**config.mk**
```make
export PLATFORM = sky130hd
export DESIGN_NAME = mc_controller
export DESIGN_NICKNAME = d
export VERILOG_FILES = /design/src/rtl/mc_controller_pkg.sv /design/src/rtl/mc_controller_alu_decoder.sv /design/src/rtl/mc_controller.sv
export SDC_FILE = /design/constraint.sdc
export NUM_CORES = 1
export LEC_CHECK = 0
export ABC_AREA = 1
export CAP_MARGIN = 10
export CORE_MARGIN = 2
export CORE_UTILIZATION = 43
export CTS_CLUSTER_DIAMETER = 150
export DETAILED_ROUTE_END_ITERATION = 10
export PLACE_DENSITY = 0.85
export SKIP_LAST_GASP = 1
export SYNTH_ARGS = -nofsm -noshare
export SYNTH_HDL_FRONTEND = slang
export SYNTH_SLANG_ARGS = --single-unit
```
**constraint.sdc**
```tcl
create_clock -name clock -period 1.65 [get_ports clock]
set_clock_uncertainty 0.1 [all_clocks]
set_input_delay 0.165 -clock clock [delete_from_list [all_inputs] [get_ports clock]]
set_output_delay 0.165 -clock clock [all_outputs]
set_load 0.005 [all_outputs]
```
**src/rtl/mc_controller_pkg.sv**
```systemverilog
// mc_controller_pkg
//   Definitions shared by the multi-cycle controller and the datapath:
//   FSM state encoding, opcode constants and ALU operation codes.
//   No ports (package).
package mc_controller_pkg;

    // Controller state encoding
    localparam logic [2:0] ST_IDLE   = 3'd0;
    localparam logic [2:0] ST_FETCH  = 3'd1;
    localparam logic [2:0] ST_DECODE = 3'd2;
    localparam logic [2:0] ST_EXEC   = 3'd3;
    localparam logic [2:0] ST_WB     = 3'd4;
    localparam logic [2:0] ST_HALT   = 3'd5;

    // Instruction encodings
    localparam logic [6:0]  OP_RTYPE    = 7'b0110011;
    localparam logic [31:0] EBREAK_WORD = 32'h0010_0073;

    // ALU operation select codes
    localparam logic [3:0] ALU_AND  = 4'b0000;
    localparam logic [3:0] ALU_OR   = 4'b0001;
    localparam logic [3:0] ALU_ADD  = 4'b0010;
    localparam logic [3:0] ALU_XOR  = 4'b0011;
    localparam logic [3:0] ALU_SLL  = 4'b0100;
    localparam logic [3:0] ALU_SRL  = 4'b0101;
    localparam logic [3:0] ALU_SUB  = 4'b0110;
    localparam logic [3:0] ALU_SRA  = 4'b0111;
    localparam logic [3:0] ALU_SLT  = 4'b1000;
    localparam logic [3:0] ALU_SLTU = 4'b1001;

    function automatic logic [6:0] opcode_of(input logic [31:0] insn);
        return insn[6:0];
    endfunction

endpackage

```
**src/rtl/mc_controller_alu_decoder.sv**
```systemverilog
// alu_decoder
//   Combinational R-type decoder: maps {funct7, funct3} to an ALU
//   operation code and flags encodings the ALU does not support.
//   Ports:
//     funct7      in  7  instruction bits [31:25]
//     funct3      in  3  instruction bits [14:12]
//     alu_control out 4  ALU operation select (ALU_AND when illegal)
//     legal       out 1  1 when the combination is a supported operation
module alu_decoder
    import mc_controller_pkg::*;
(
    input  logic [6:0] funct7,
    input  logic [2:0] funct3,
    output logic [3:0] alu_control,
    output logic       legal
);

    always_comb begin
        alu_control = ALU_AND;
        legal       = 1'b1;
        case ({funct7, funct3})
            {7'b0000000, 3'b000}: alu_control = ALU_ADD;
            {7'b0100000, 3'b000}: alu_control = ALU_SUB;
            {7'b0000000, 3'b001}: alu_control = ALU_SLL;
            {7'b0000000, 3'b010}: alu_control = ALU_SLT;
            {7'b0000000, 3'b011}: alu_control = ALU_SLTU;
            {7'b0000000, 3'b100}: alu_control = ALU_XOR;
            {7'b0000000, 3'b101}: alu_control = ALU_SRL;
            {7'b0100000, 3'b101}: alu_control = ALU_SRA;
            {7'b0000000, 3'b110}: alu_control = ALU_OR;
            {7'b0000000, 3'b111}: alu_control = ALU_AND;
            default:              legal       = 1'b0;
        endcase
    end

endmodule

```
**src/rtl/mc_controller.sv**
```systemverilog
// mc_controller
//   Multi-cycle instruction controller: IDLE -> FETCH -> DECODE -> EXEC -> WB.
//   Supports the R-type ALU group; EBREAK halts cleanly, anything else
//   halts with the sticky illegal flag set. HALT is left only by reset.
//   Ports:
//     clock       in  1   rising-edge clock
//     reset       in  1   asynchronous, active-low reset
//     run         in  1   1 = keep executing, 0 = park in IDLE after current insn
//     imem_req    out 1   fetch request, high for the whole FETCH state
//     imem_ack    in  1   imem_rdata valid this cycle
//     imem_rdata  in  32  fetched instruction word
//     pc          out 32  current instruction / fetch address
//     ir          out 32  instruction register
//     alu_control out 4   ALU select, valid in EXEC and WB, else 0
//     regwrite    out 1   register-file write enable (WB only)
//     retired     out 1   one-cycle pulse per completed instruction
//     instret     out 32  retired instruction count
//     halted      out 1   high in HALT
//     illegal     out 1   sticky; HALT reached via an unsupported encoding
module mc_controller
    import mc_controller_pkg::*;
#(
    parameter logic [31:0] RESET_PC = 32'h0000_0000
) (
    input  logic        clock,
    input  logic        reset,
    input  logic        run,
    output logic        imem_req,
    input  logic        imem_ack,
    input  logic [31:0] imem_rdata,
    output logic [31:0] pc,
    output logic [31:0] ir,
    output logic [3:0]  alu_control,
    output logic        regwrite,
    output logic        retired,
    output logic [31:0] instret,
    output logic        halted,
    output logic        illegal
);

    logic [2:0] state;
    logic [2:0] state_nxt;
    logic [3:0] dec_alu;
    logic       dec_legal;
    logic       is_ebreak;
    logic       is_supported;

    alu_decoder u_alu_decoder (
        .funct7      (ir[31:25]),
        .funct3      (ir[14:12]),
        .alu_control (dec_alu),
        .legal       (dec_legal)
    );

    assign is_ebreak    = (ir == EBREAK_WORD);
    assign is_supported = (opcode_of(ir) == OP_RTYPE) && dec_legal;

    always_comb begin
        state_nxt = state;
        case (state)
            ST_IDLE:   if (run) state_nxt = ST_FETCH;
            ST_FETCH:  if (imem_ack) state_nxt = ST_DECODE;
            // EBREAK is checked first; it is not an R-type word anyway.
            ST_DECODE: state_nxt = (!is_ebreak && is_supported) ? ST_EXEC : ST_HALT;
            ST_EXEC:   state_nxt = ST_WB;
            // run is only sampled here, so an instruction in flight always completes.
            ST_WB:     state_nxt = run ? ST_FETCH : ST_IDLE;
            ST_HALT:   state_nxt = ST_HALT;
            default:   state_nxt = ST_IDLE;
        endcase
    end

    always_ff @(posedge clock or negedge reset) begin
        if (!reset) begin
            state   <= ST_IDLE;
            pc      <= RESET_PC;
            ir      <= 32'h0;
            instret <= 32'h0;
            illegal <= 1'b0;
        end else begin
            state <= state_nxt;
            if (state == ST_FETCH && imem_ack)
                ir <= imem_rdata;
            if (state == ST_WB) begin
                pc      <= pc + 32'd4;
                instret <= instret + 32'd1;
            end
            if (state == ST_DECODE && state_nxt == ST_HALT && !is_ebreak)
                illegal <= 1'b1;
        end
    end

    assign imem_req    = (state == ST_FETCH);
    assign regwrite    = (state == ST_WB);
    assign retired     = (state == ST_WB);
    assign halted      = (state == ST_HALT);
    assign alu_control = (state == ST_EXEC || state == ST_WB) ? dec_alu : 4'b0000;

endmodule

```
==> metrics.md <==
| Metric | Value |
|---|---|
| Post-synth top area cell | `dfrtp_1` |
| Failing checks | `negative setup slack` |
| Share of layout cells above drive strength 1 | `29.7%` |
| Leading post-synthesis cells by cell area | `dfrtp_1 46%, nand2_1 16%, nor2_1 7.1%` |
| Total number of vias | `5,557` |
| Yosys top cell area share | `46.2%` |
| CTS sink count | `98` |
| Final WL | `17,700 um` |
| Final setup viols | `68` |
| Crit path DAT | `1.81 ns` |
| Post-synthesis sequential area ratio | `46.2%` |
| Clk root buf | `clkbuf_16` |
| Slew Limit Fails | `0` |
| Final worst slack | `-0.426 ns` |
| RePlAce Congestion | `0.899` |
| Outcome | `finished, violations left` |
| Clk pin slew, worst setup/hold paths | `0.07 ns` |
| Largest net degree at the start of global routing | `38` |
| Post-synth cell types | `30` |
| Layout area overhead | `62.8%` |
| Type of the most critical hold path | `in2async` |
| Pwr dens | `1170 nW/um^2` |
| Num rows | `40` |
| DIE HEIGHT | `115 um` |
| Max_cap viols | `0` |
| GRT Overall Usage | `24.5%` |
| R2R depth | `12` |
| Worst slack at placement | `-0.452 ns` |
| Die Width | `115 um` |
| Total grt overflow | `0` |
| R2R Path End | `pc[21]` |
| Avg Inst Size Synth | `7.87 um^2` |
| Clock tree buffer depth | `2` |
| Slew margin rel. | `64.7%` |
| Buffers added on ports | `138` |
| CP endpoint kind | `output port` |
| Via density | `5.13` |
| Most frequent cells in the layout | `207 x nand2_1, 115 x clkdlybuf4s50_1, 89 x buf_4, 85 x dfrtp_1, 67 x nor2_1` |
| Worst r2r src | `state[1]` |
| CTS Buf Count | `9` |
| Synth Register Bits | `98` |
| Initial antenna violation count | `0` |
| DR DRC count | `0` |
| # diodes | `0` |
| Post-Syn Instances | `675` |
| CTS tree | `done` |
| Nets | `971` |
| Maximum fanout along the worst path | `3` |
| Reg-to-reg setup timing slack | `-0.25 ns` |
| Initial DRT Pass Iterations | `5` |
| Fin crit share | `126%` |
| RSZ-0062 raised after global routing | `yes` |
| Initial DRC Count | `300` |
| Die area | `13,300 um^2` |
| Clk Latency, worst-skew pair | `0.35 ns` |
| Initial Util | `44.2%` |
| Critical path class | `reg2out` |
| YS warnings | `0` |
| Commonest non-fill, non-tap cell in the layout | `nand2_1` |
| Critical Path Source Type | `register` |
| Worst EP required | `1.38 ns` |
| Post-DP Area | `7400 um^2` |
| Leak Pwr | `4.01 nW` |
| Final worst path period need | `2.08 ns` |
| I/O pin cnt | `141` |
| Dpl hpwl | `11,300 um` |
| Final hold vios | `0` |
| Drt wl/cell | `16.3 um` |
| CORE AREA | `12,000 um^2` |
| Max Freq | `482 MHz` |
| First-pass GRT wire length | `25,400 um` |
| Number of global-route vias before repair | `5,334` |
| Post-DRT Antenna Nets | `0` |
| Worst Tran Pin Value | `0.524 ns` |
| H-Tree Depth | `3` |
| Synthesized area | `5310 um^2` |
| Fin area | `8640 um^2` |
| Peak VDD IR | `973 uV` |
-- through the flow --
stage | power, mW | util (%) | hold slack, ns | std cells | setup TNS [ns]
2_1_floorplan | 4.59 | - | -0.231 | 676 | 0
3_5_place_dp | 6.81 | 61.6 | 0.0799 | 1026 | -2.47
3_3_place_gp | 6.70 | 61.6 | 0.0755 | 1026 | -1.74
6_report | 10.1 | 72.0 | 0.237 | 1084 | -9.81
4_1_cts | 9.47 | 66.7 | 0.246 | 1057 | -3.94
5_1_grt | 10.6 | 72.0 | 0.286 | 1084 | -14.24
-- flip-flops by register name (all words and copies together), names as in the netlist --
| name | count |
|---|---|
| instret | 32 |
| state | 3 |
| ir | 32 |
| pc | 30 |
| illegal | 1 |
-- where the power goes --
group / internal, mW / switching, mW
Combinational: 2.54 / 1.79
Clock: 1.41 / 0.919
Sequential: 2.93 / 0.488
Total: 6.88 / 3.20
-- layout make-up --
cell class,count,area [um^2]
Tap cell,147,184
Timing Repair Buffer,257,2450
Inverter,65,246
Multi-Input combinational cell,502,2970
Clock inverter,2,60.1
Sequential cell,98,2470
Clock buffer,13,260
Fill cell,817,3370
-- metal layers --
| layer | track usage [%] | part of all wire (%) | up-vias |
|---|---|---|---|
| met5 | 0 | 0 | - |
| met4 | 8.84 | 3.0 | 0 |
| met3 | 7.33 | 7.1 | 45 |
| met2 | 41.2 | 51 | 228 |
| met1 | 29.9 | 39 | 2645 |
| li1 | - | - | 2639 |
-- worst max-delay path by stage --
stage | from | end | slack [ns] | depth (start not counted)
final | ir[26] | alu_control[0] | -0.43 | 10
after global routing | ir[26] | alu_control[1] | -0.48 | 10
after CTS | ir[28] | alu_control[3] | -0.33 | 5
after detailed placement | ir[29] | alu_control[0] | -0.45 | 7
after global placement | ir[29] | alu_control[0] | -0.41 | 7
after floorplan | instret[1] | instret[22] | 0.02 | 10
-- timing repair --
| action | 4_1_cts | 5_1_grt |
|---|---|---|
| hold endpoints to repair | 33 | 0 |
| endpoints found under the setup margin | 30 | 110 |
| gates resized for setup | 79 | 127 |
| pin swaps | 23 | 25 |
| setup buffers | 16 | 28 |
| gates cloned | 0 | 3 |
| hold buffers | 1 | 0 |
-- logic make-up (layout without fill, tap and decap cells) --
group | count (synthesis) | after routing | share of synthesized area, %
other cells | 1 | 2 | 0.0706
xor+xnor | 38 | 38 | 6.27
compound gates | 15 | 15 | 1.53
fa+ha+maj | 2 | 2 | 0.471
mux | 26 | 26 | 5.51
simple gates | 419 | 419 | 33.9
buf+inv | 76 | 337 | 6.03
flops | 98 | 98 | 46.2
-- cells in the mapped netlist --
cell type and count:
nand2_1 221, nor2_1 100, dfrtp_1 98, inv_1 65, nor3_1 29, mux2_2 26, xor2_1 24, nand3_1 23
xnor2_1 14, nand3b_1 13, nand4_1 13, a21oi_1 7, o21ai_0 6, nor2_2 5, nand2_2 4, nor2_4 4
buf_4 3, buf_6 3, nor4_1 3, buf_1 2, clkbuf_1 2, ha_1 2, a21boi_0 1, buf_2 1
conb_1 1, nand2b_1 1, nand3_2 1, nor3_4 1, o2111ai_1 1, or2_2 1
-- critical path, stage by stage (launching register included) --
cell and delay, ns:
dfrtp_1 0.40, nor2_2 0.16, buf_6 0.13, nand2_2 0.08, inv_2 0.07, nand4_1 0.12, buf_4 0.18, o21ai_2 0.05
nor2_1 0.05, nor2_1 0.09, buf_2 0.12
No activity file was read; power rests on OpenSTA's default activity.
